===== src/rtl/axis_rr_sched.sv =====
// axis_rr_sched: round-robin scheduler sharing one single-beat AXI-Stream master among NREQ requesters
module axis_rr_sched #(
  parameter int NREQ = 4,
  parameter int IW   = 2
) (
  input  logic              aclk,
  input  logic              areset_n,
  input  logic [NREQ-1:0]   req,
  input  logic [32*NREQ-1:0] req_data,
  output logic [NREQ-1:0]   ack,
  output logic [NREQ-1:0]   done,
  output logic              busy,
  input  logic              tready,
  output logic              tvalid,
  output logic              tlast,
  output logic [31:0]       tdata,
  output logic [IW-1:0]     tdest
);
  typedef enum logic {IDLE, SEND} state_t;
  state_t state, state_nxt;
  logic [IW-1:0]     ptr, g;
  logic [2*NREQ-1:0] rot;
  logic [IW:0]       off, sum;
  logic [31:0]       words [NREQ];
  for (genvar i = 0; i < NREQ; i++) begin : g_words
    assign words[i] = req_data[32*i +: 32];
  end
  // Rotate so bit 0 is the requester at ptr; the lowest set bit is the winner offset.
  always_comb begin
    rot = {req, req} >> ptr;
    off = '0;
    for (int k = NREQ-1; k >= 0; k--) off = rot[k] ? (IW+1)'(k) : off;
    sum = {1'b0, ptr} + off;
    g = sum >= (IW+1)'(NREQ) ? IW'(sum - (IW+1)'(NREQ)) : sum[IW-1:0];
  end
  always_comb state_nxt = state == IDLE ? (|req ? SEND : IDLE) : (tready ? IDLE : SEND);
  assign busy  = state == SEND;
  assign tlast = tvalid;
  always_ff @(posedge aclk) begin
    if (!areset_n) begin
      state  <= IDLE;
      ptr    <= '0;
      tvalid <= 1'b0;
      tdata  <= '0;
      tdest  <= '0;
      ack    <= '0;
      done   <= '0;
    end else begin
      state <= state_nxt;
      ack   <= '0;
      done  <= '0;
      if (state == IDLE && |req) begin
        tvalid <= 1'b1;
        tdata  <= words[g];
        tdest  <= g;
        ack    <= NREQ'(1) << g;
      end
      if (state == SEND && tready) begin
        tvalid <= 1'b0;
        done   <= NREQ'(1) << tdest;
        ptr    <= tdest == IW'(NREQ-1) ? '0 : tdest + 1'b1;
      end
    end
  end
endmodule


===== config.mk =====
export PLATFORM = sky130hd
export DESIGN_NAME = axis_rr_sched
export DESIGN_NICKNAME = d
export VERILOG_FILES = /design/src/rtl/axis_rr_sched.sv
export SDC_FILE = /design/constraint.sdc
export NUM_CORES = 1
export LEC_CHECK = 0
export ABC_AREA = 1
export CAP_MARGIN = 20
export CORE_MARGIN = 10
export CORE_UTILIZATION = 38
export CTS_CLUSTER_DIAMETER = 60
export CTS_CLUSTER_SIZE = 28
export DETAILED_ROUTE_END_ITERATION = 10
export PLACE_DENSITY_LB_ADDON = 0.15
export RECOVER_POWER = 100
export SETUP_SLACK_MARGIN = 0.2
export SLEW_MARGIN = 15
export SYNTH_ARGS = -nofsm -noshare
export SYNTH_HDL_FRONTEND = slang
export SYNTH_SLANG_ARGS = --single-unit

===== constraint.sdc =====
create_clock -name aclk -period 2.9 [get_ports aclk]
set_input_delay 0.29 -clock aclk [delete_from_list [all_inputs] [get_ports aclk]]
set_output_delay 0.29 -clock aclk [all_outputs]
set_load 0.01 [all_outputs]

* Word level (Yosys, flattened, before mapping)
Cells that the tools add are included.
Operators by class: add/subtract/negate cells 3, multipliers 0, div/mod/pow operators 0, $lt $le $gt $ge 2, equality and inequality tests 1, shift-type cells 3, mux-type cells 12, bitwise logic cells 3, reductions and logical operators 6
Operators by type and width (number):
- 32-bit binary-select mux with 2-bit select | 1
- 32-bit two-way mux | 2
- 2-bit two-way mux | 6
- 1-bit by 2-bit left shift with 4-bit output (first input constant) | 2
- 8-bit by 2-bit right shift with 4-bit output | 1
- 3-bit greater-or-equal comparator (second input constant) | 2
- 2-bit AND reduction | 2
- 4-bit OR reduction | 1
- 2-bit by 2-bit adder with 3-bit output | 1
- 1-bit two-way mux | 3
- 2-bit NOT with 3-bit output | 1
- 2-bit by 1-bit adder with 2-bit output (second input constant) | 1
- 2-bit == test (second input constant) | 1
- 1-bit logical AND | 2
- 1-bit NOT | 2
- 2-bit OR reduction | 1
- 2-bit by 1-bit subtractor with 2-bit output (second input constant) | 1
Word-level totals: flip-flop bits (word level) 46, latch bits 0, memory bits (writable) 0, bits in read-only memories 0, input port bits 135, output and inout bits 45, word-level logic and storage cells 37, memories kept 0

* Logic depth before layout (Yosys ltp)
depth after elaboration 12, mapped depth 17, gate-level depth less buffers 15

* Worst setup path after synthesis
OpenSTA, ideal clock, no wires.
kind flip-flop to flip-flop, from register ptr[0], to register tdata[1], library setup time 0.056 ns, data arrival time 2.130 ns, data required time 2.844 ns, path slack 0.714 ns, stages on the path, launching flop included 18, path buffers 3, clock period less this slack 2.186 ns, path through dfxtp_1 inv_2 nand2_1 nand3_1 nand2_1 nand3_1 a21boi_0 ha_1 clkbuf_1 inv_1 buf_2 buf_1 nand2_1 nand2_1 nand3_1 nand3_1 nand2_1 inv_1
Between the ends: word-level cells in the longest chain between the ends 12, elaborated cells on any way between the ends 13, those cells by class add/sub: 2; order compare: 1; shift: 1; mux: 8; bitwise: 1
Ends and longest elaborated chain:
- from (decl) | line 21 | logic [IW-1:0] ptr, g;
- from (signal assigned) | line 61 | ptr <= tdest == IW'(NREQ-1) ? '0 : tdest + 1'b1;
- 8-bit by 2-bit right shift with 4-bit output | line 30 | rot = {req, req} >> ptr;
- 2-bit two-way mux (4 in a row) | line 32 | for (int k = NREQ-1; k >= 0; k--) off = rot[k] ? (IW+1)'(k) : off;
- 2-bit by 2-bit adder with 3-bit output * | line 33 | sum = {1'b0, ptr} + off;
- 3-bit greater-or-equal comparator or 2-bit by 1-bit subtractor with 2-bit output (tied branches) | line 34 | g = sum >= (IW+1)'(NREQ) ? IW'(sum - (IW+1)'(NREQ)) : sum[IW-1:0];
- 2-bit two-way mux * | line 34
- via g[0] | line 21
- 2-bit NOT with 3-bit output (not written as such) * | line 54 | tdata <= words[g];
- 32-bit binary-select mux with 2-bit select * | line 54
- 32-bit two-way mux (not written as such) * (2 in a row) | line 54
- to (signal assigned) | line 54
- to (decl) | line 16 | output logic [31:0] tdata,
Mark *: on every way through the listed nets, which the timed path passes. The rest lies on a longest branch. The select of a mux whose other input is x is not followed. A chain may end at the register's enable or synchronous reset.

* Worst setup path in the final report
from register ptr[1], to register tdata[3]
Same word-level chain as after synthesis.

==> flow_summary_export.csv <==
group,metric,value,unit
status,outcome,"completed",
placement,portBuffers,179,
logic_synthesis,synth_cell_types,22,
floorplan,initial_core_util,39.3,%
logic_synthesis,netlist_area,3070,sq um
finish,fin_area,4990,sq um
floorplan,die_h,110,um
critical_path,path_max_fanout,29,
sta,slew_headroom,51.2,%
logic_synthesis,synth_top_cell_area_share,30.8,%
grt,grt_pass1_wl,17.2,mm
logic_synthesis,ys_top_cells_by_count,"nand2_1, nand3_1, nor2_1",
power_and_ir_drop,p_leak,2.62,nW
logic_synthesis,async_reset_ff_share,0,%
critical_path,endpoint_kind,"register",
worst_hold_path,holdPathEnd,"tdata[2]$_SDFFE_PN0N_",
grt,grt_max_degree,55,
finish,syn2layout_area_growth,62.7,%
clocking,clk_latency,0.30,ns
logic_synthesis,synthesis.nets,681,
logic_synthesis,yosysMostFrequentCell,"nand2_1",
sta,fin_crit_sh,88.9,%
power_and_ir_drop,max-vdd-ir-drop,0.257,mV
clocking,clk_path_buf_depth,2,
drt,dr_wl_met3,1.28,mm
logic_synthesis,netlist_instances,544,
drt,wl_met2,5.26,mm
worst_hold_path,whs_path_depth,2,
critical_path,path_class,"register to register",
finish,antenna-diode-count,0,
grt,track_usage,17.7,%
drt,num_vias,3781,
finish,final_util,64.0,%
clocking,cts-root-buf,"clkbuf_8",
logic_synthesis,ys_ff_latch,46,
logic_synthesis,synth_edf_count,0,
clocking,ctsHoldBuffers,0,
clocking,cts_setup_buffers,0,
logic_synthesis,syn_avg_cell_area,5.64,sq um
power_and_ir_drop,total_power,0.00241,W
worst_hold_path,hp-class,"register to register",
critical_path,startpoint_type,"register",
sta,hold_viol,0,
clocking,cts_made_buffers,5,
logic_synthesis,synth.area.top_cells,"nand2_1, dfxtp_1, nand3_1, nor2_1, inv_1",
drt,highest_layer,"met4",
grt,grt_overflow,0,
finish,seq_area,922,sq um
floorplan,num_io_pins,180,
clocking,cts_tree,"done",
drt,drt_iter0_markers,201,
drt,wl_per_cell,13.9,um
logic_synthesis,synth-main-ff-cell,"dfxtp_1",
sta,setup_tns,0,ns
flow_run,maxCapViolCount,0,
sta,rsz0062_at_grt,"no",
sta,max_freq,388,MHz
floorplan,rows,32,
power_and_ir_drop,powerDensity,482,nW/um^2
drt,drt-total-wl,11.3,mm
floorplan,die_x,110,um
floorplan,core,7810,sq um
drt,drtPass1Iterations,4,
critical_path,r2r_slack,0.32,ns
logic_synthesis,synth_top_area_cell,"nand2_1",
sta,clock_skew,0.0110,ns
clocking,path_clk_slew,0.10,ns
placement,dp.final_hpwl,9.07,mm
logic_synthesis,yosysSeqAreaShare,30.0,%
critical_path,cp.arrival,2.78,ns
critical_path,regToRegStartpoint,"ptr[1]$_SDFFE_PN0P_",
finish,multiInputGateArea,1820,sq um
placement,gp_congestion,0.880,
sta,setup_violations,0,
finish,fillCellCount,750,
floorplan,dieArea,12100,sq um
sta,min_period,2.58,ns
sta,worst_slew_pin_slew,0.732,ns
critical_path,r2r-end,"tdata[3]$_SDFFE_PN0N_",
drt,m1WireLength,4.68,mm
logic_synthesis,yosysWarningCount,0,
clocking,cts.sinks,46,
placement,dpl_cell_area,4910,sq um
clocking,cts_max_level,2,
grt,grt_antenna_before_repair,0,
drt,via_per_inst,4.67,
grt,grt_pass1_vias,3616,
sta,slew_viol_final,0,
critical_path,rr_worst_depth,11,
drt,ant_nets,0,
drt,drc,0,
finish,drive_gt1_share,4.10,%
critical_path,required,3.10,ns
worst_hold_path,hold_start,"tdata[2]$_SDFFE_PN0N_",
finish,layout.nets,843,
-- placed cells by master (no fill, tap or decap) --
| cell type | netlist | layout |
|---|---|---|
| mux2i_1 | 8 | 8 |
| o21ai_0 | 4 | 4 |
| inv_2 | 4 | 4 |
| ha_1 | 2 | 2 |
| dfxtp_1 | 46 | 45 |
| buf_12 | 0 | 1 |
| dlygate4sd3_1 | 0 | 46 |
| nor2_4 | 0 | 1 |
| nand3_4 | 1 | 1 |
| nand2_1 | 252 | 252 |
| nor3_1 | 2 | 2 |
| o32ai_1 | 1 | 1 |
| clkinvlp_4 | 0 | 1 |
| inv_1 | 38 | 38 |
| xor2_2 | 1 | 1 |
| inv_6 | 0 | 1 |
| nand2_4 | 2 | 2 |
| clkdlybuf4s50_1 | 0 | 133 |
| buf_4 | 3 | 7 |
| dfxtp_2 | 0 | 1 |
| clkbuf_2 | 0 | 1 |
| clkbuf_8 | 0 | 5 |
| nand2_2 | 2 | 2 |
| clkinv_4 | 0 | 1 |
| nor2_1 | 69 | 68 |
| a21boi_0 | 1 | 1 |
| nand3_1 | 77 | 77 |
| nor4_1 | 0 | 1 |
-- layout make-up --
cell class,count,share of cell area [%]
repair buffers,188,37.4
multi-input cells,423,36.5
flip-flops and latches,46,18.5
inverters,42,3.16
well taps,102,2.56
clock buffers,5,1.38
clock inverters,3,0.501
-- how the worst max path moves through the flow --
stage	endpoint	start	slack [ns]	cells past startpoint
final	tdata[3]$_SDFFE_PN0N_	ptr[1]$_SDFFE_PN0P_	0.32	11
after global routing	tdata[3]$_SDFFE_PN0N_	ptr[1]$_SDFFE_PN0P_	0.18	11
after CTS	tdata[20]$_SDFFE_PN0N_	ptr[0]$_SDFFE_PN0P_	0.30	15
after detailed placement	tdata[20]$_SDFFE_PN0N_	req[1]	0.09	15
after global placement	tdata[11]$_SDFFE_PN0N_	req[1]	0.22	15
after floorplan	tdata[1]$_SDFFE_PN0N_	ptr[0]$_SDFFE_PN0P_	0.71	17
-- cell families after synthesis --
logic type               Yosys count  synth area share (%)
AO/OA/AOI/OAI                      6                  1.18
multiplexers                       8                  2.61
adder cells (fa/ha/maj)            2                 0.815
XOR/XNOR                           1                 0.530
buffers and inverters             75                  10.6
AND/OR/NAND/NOR                  406                  54.2
flip-flops                        46                  30.0
-- stage by stage --
stage	hold WS [ns]	cells	setup WS (ns)
after floorplan	0.432	544	0.714
after global placement	0.460	801	0.225
after detailed placement	0.476	801	0.0885
after CTS	0.489	809	0.297
after global routing	0.503	809	0.177
final	0.486	809	0.323
-- worst max-delay path, cell delays in order, from the launching register on --
cell,delay (ns)
dfxtp_1,0.51
inv_2,0.11
nand3_1,0.09
nand2_1,0.08
nand3_1,0.07
a21boi_0,0.09
ha_1,0.33
clkbuf_2,0.58
mux2i_1,0.33
nand3_1,0.11
nand3_1,0.10
nand2_1,0.06
-- where the power goes --
group / leakage, nW / internal (W) / total [W] / switching (W)
sequential: 0.381 / 0.000719 / 0.000764 / 0.0000453
clock: 0.0447 / 0.000174 / 0.000412 / 0.000237
combinational: 2.19 / 0.000559 / 0.00123 / 0.000671
-- sequential cells by signal (all words and copies together), names as in the netlist --
signal	flops
ack	4
busy	1
done	4
ptr	2
tdata	32
tdest	2
tlast	1
-- per-layer routing --
layer  GRT usage (%)  vias to the layer above
li1                -                     1985
met1            20.5                     1631
met2            29.7                      161
met3            7.90                        4
met4            3.07                        0
met5               0                        -
-- what timing repair did --
item / CTS / global route
hold endpoints to repair: 0 / 0
resized for setup: 0 / 2
setup endpoints to repair: 0 / 33
(Power assumes the default switching activity.)
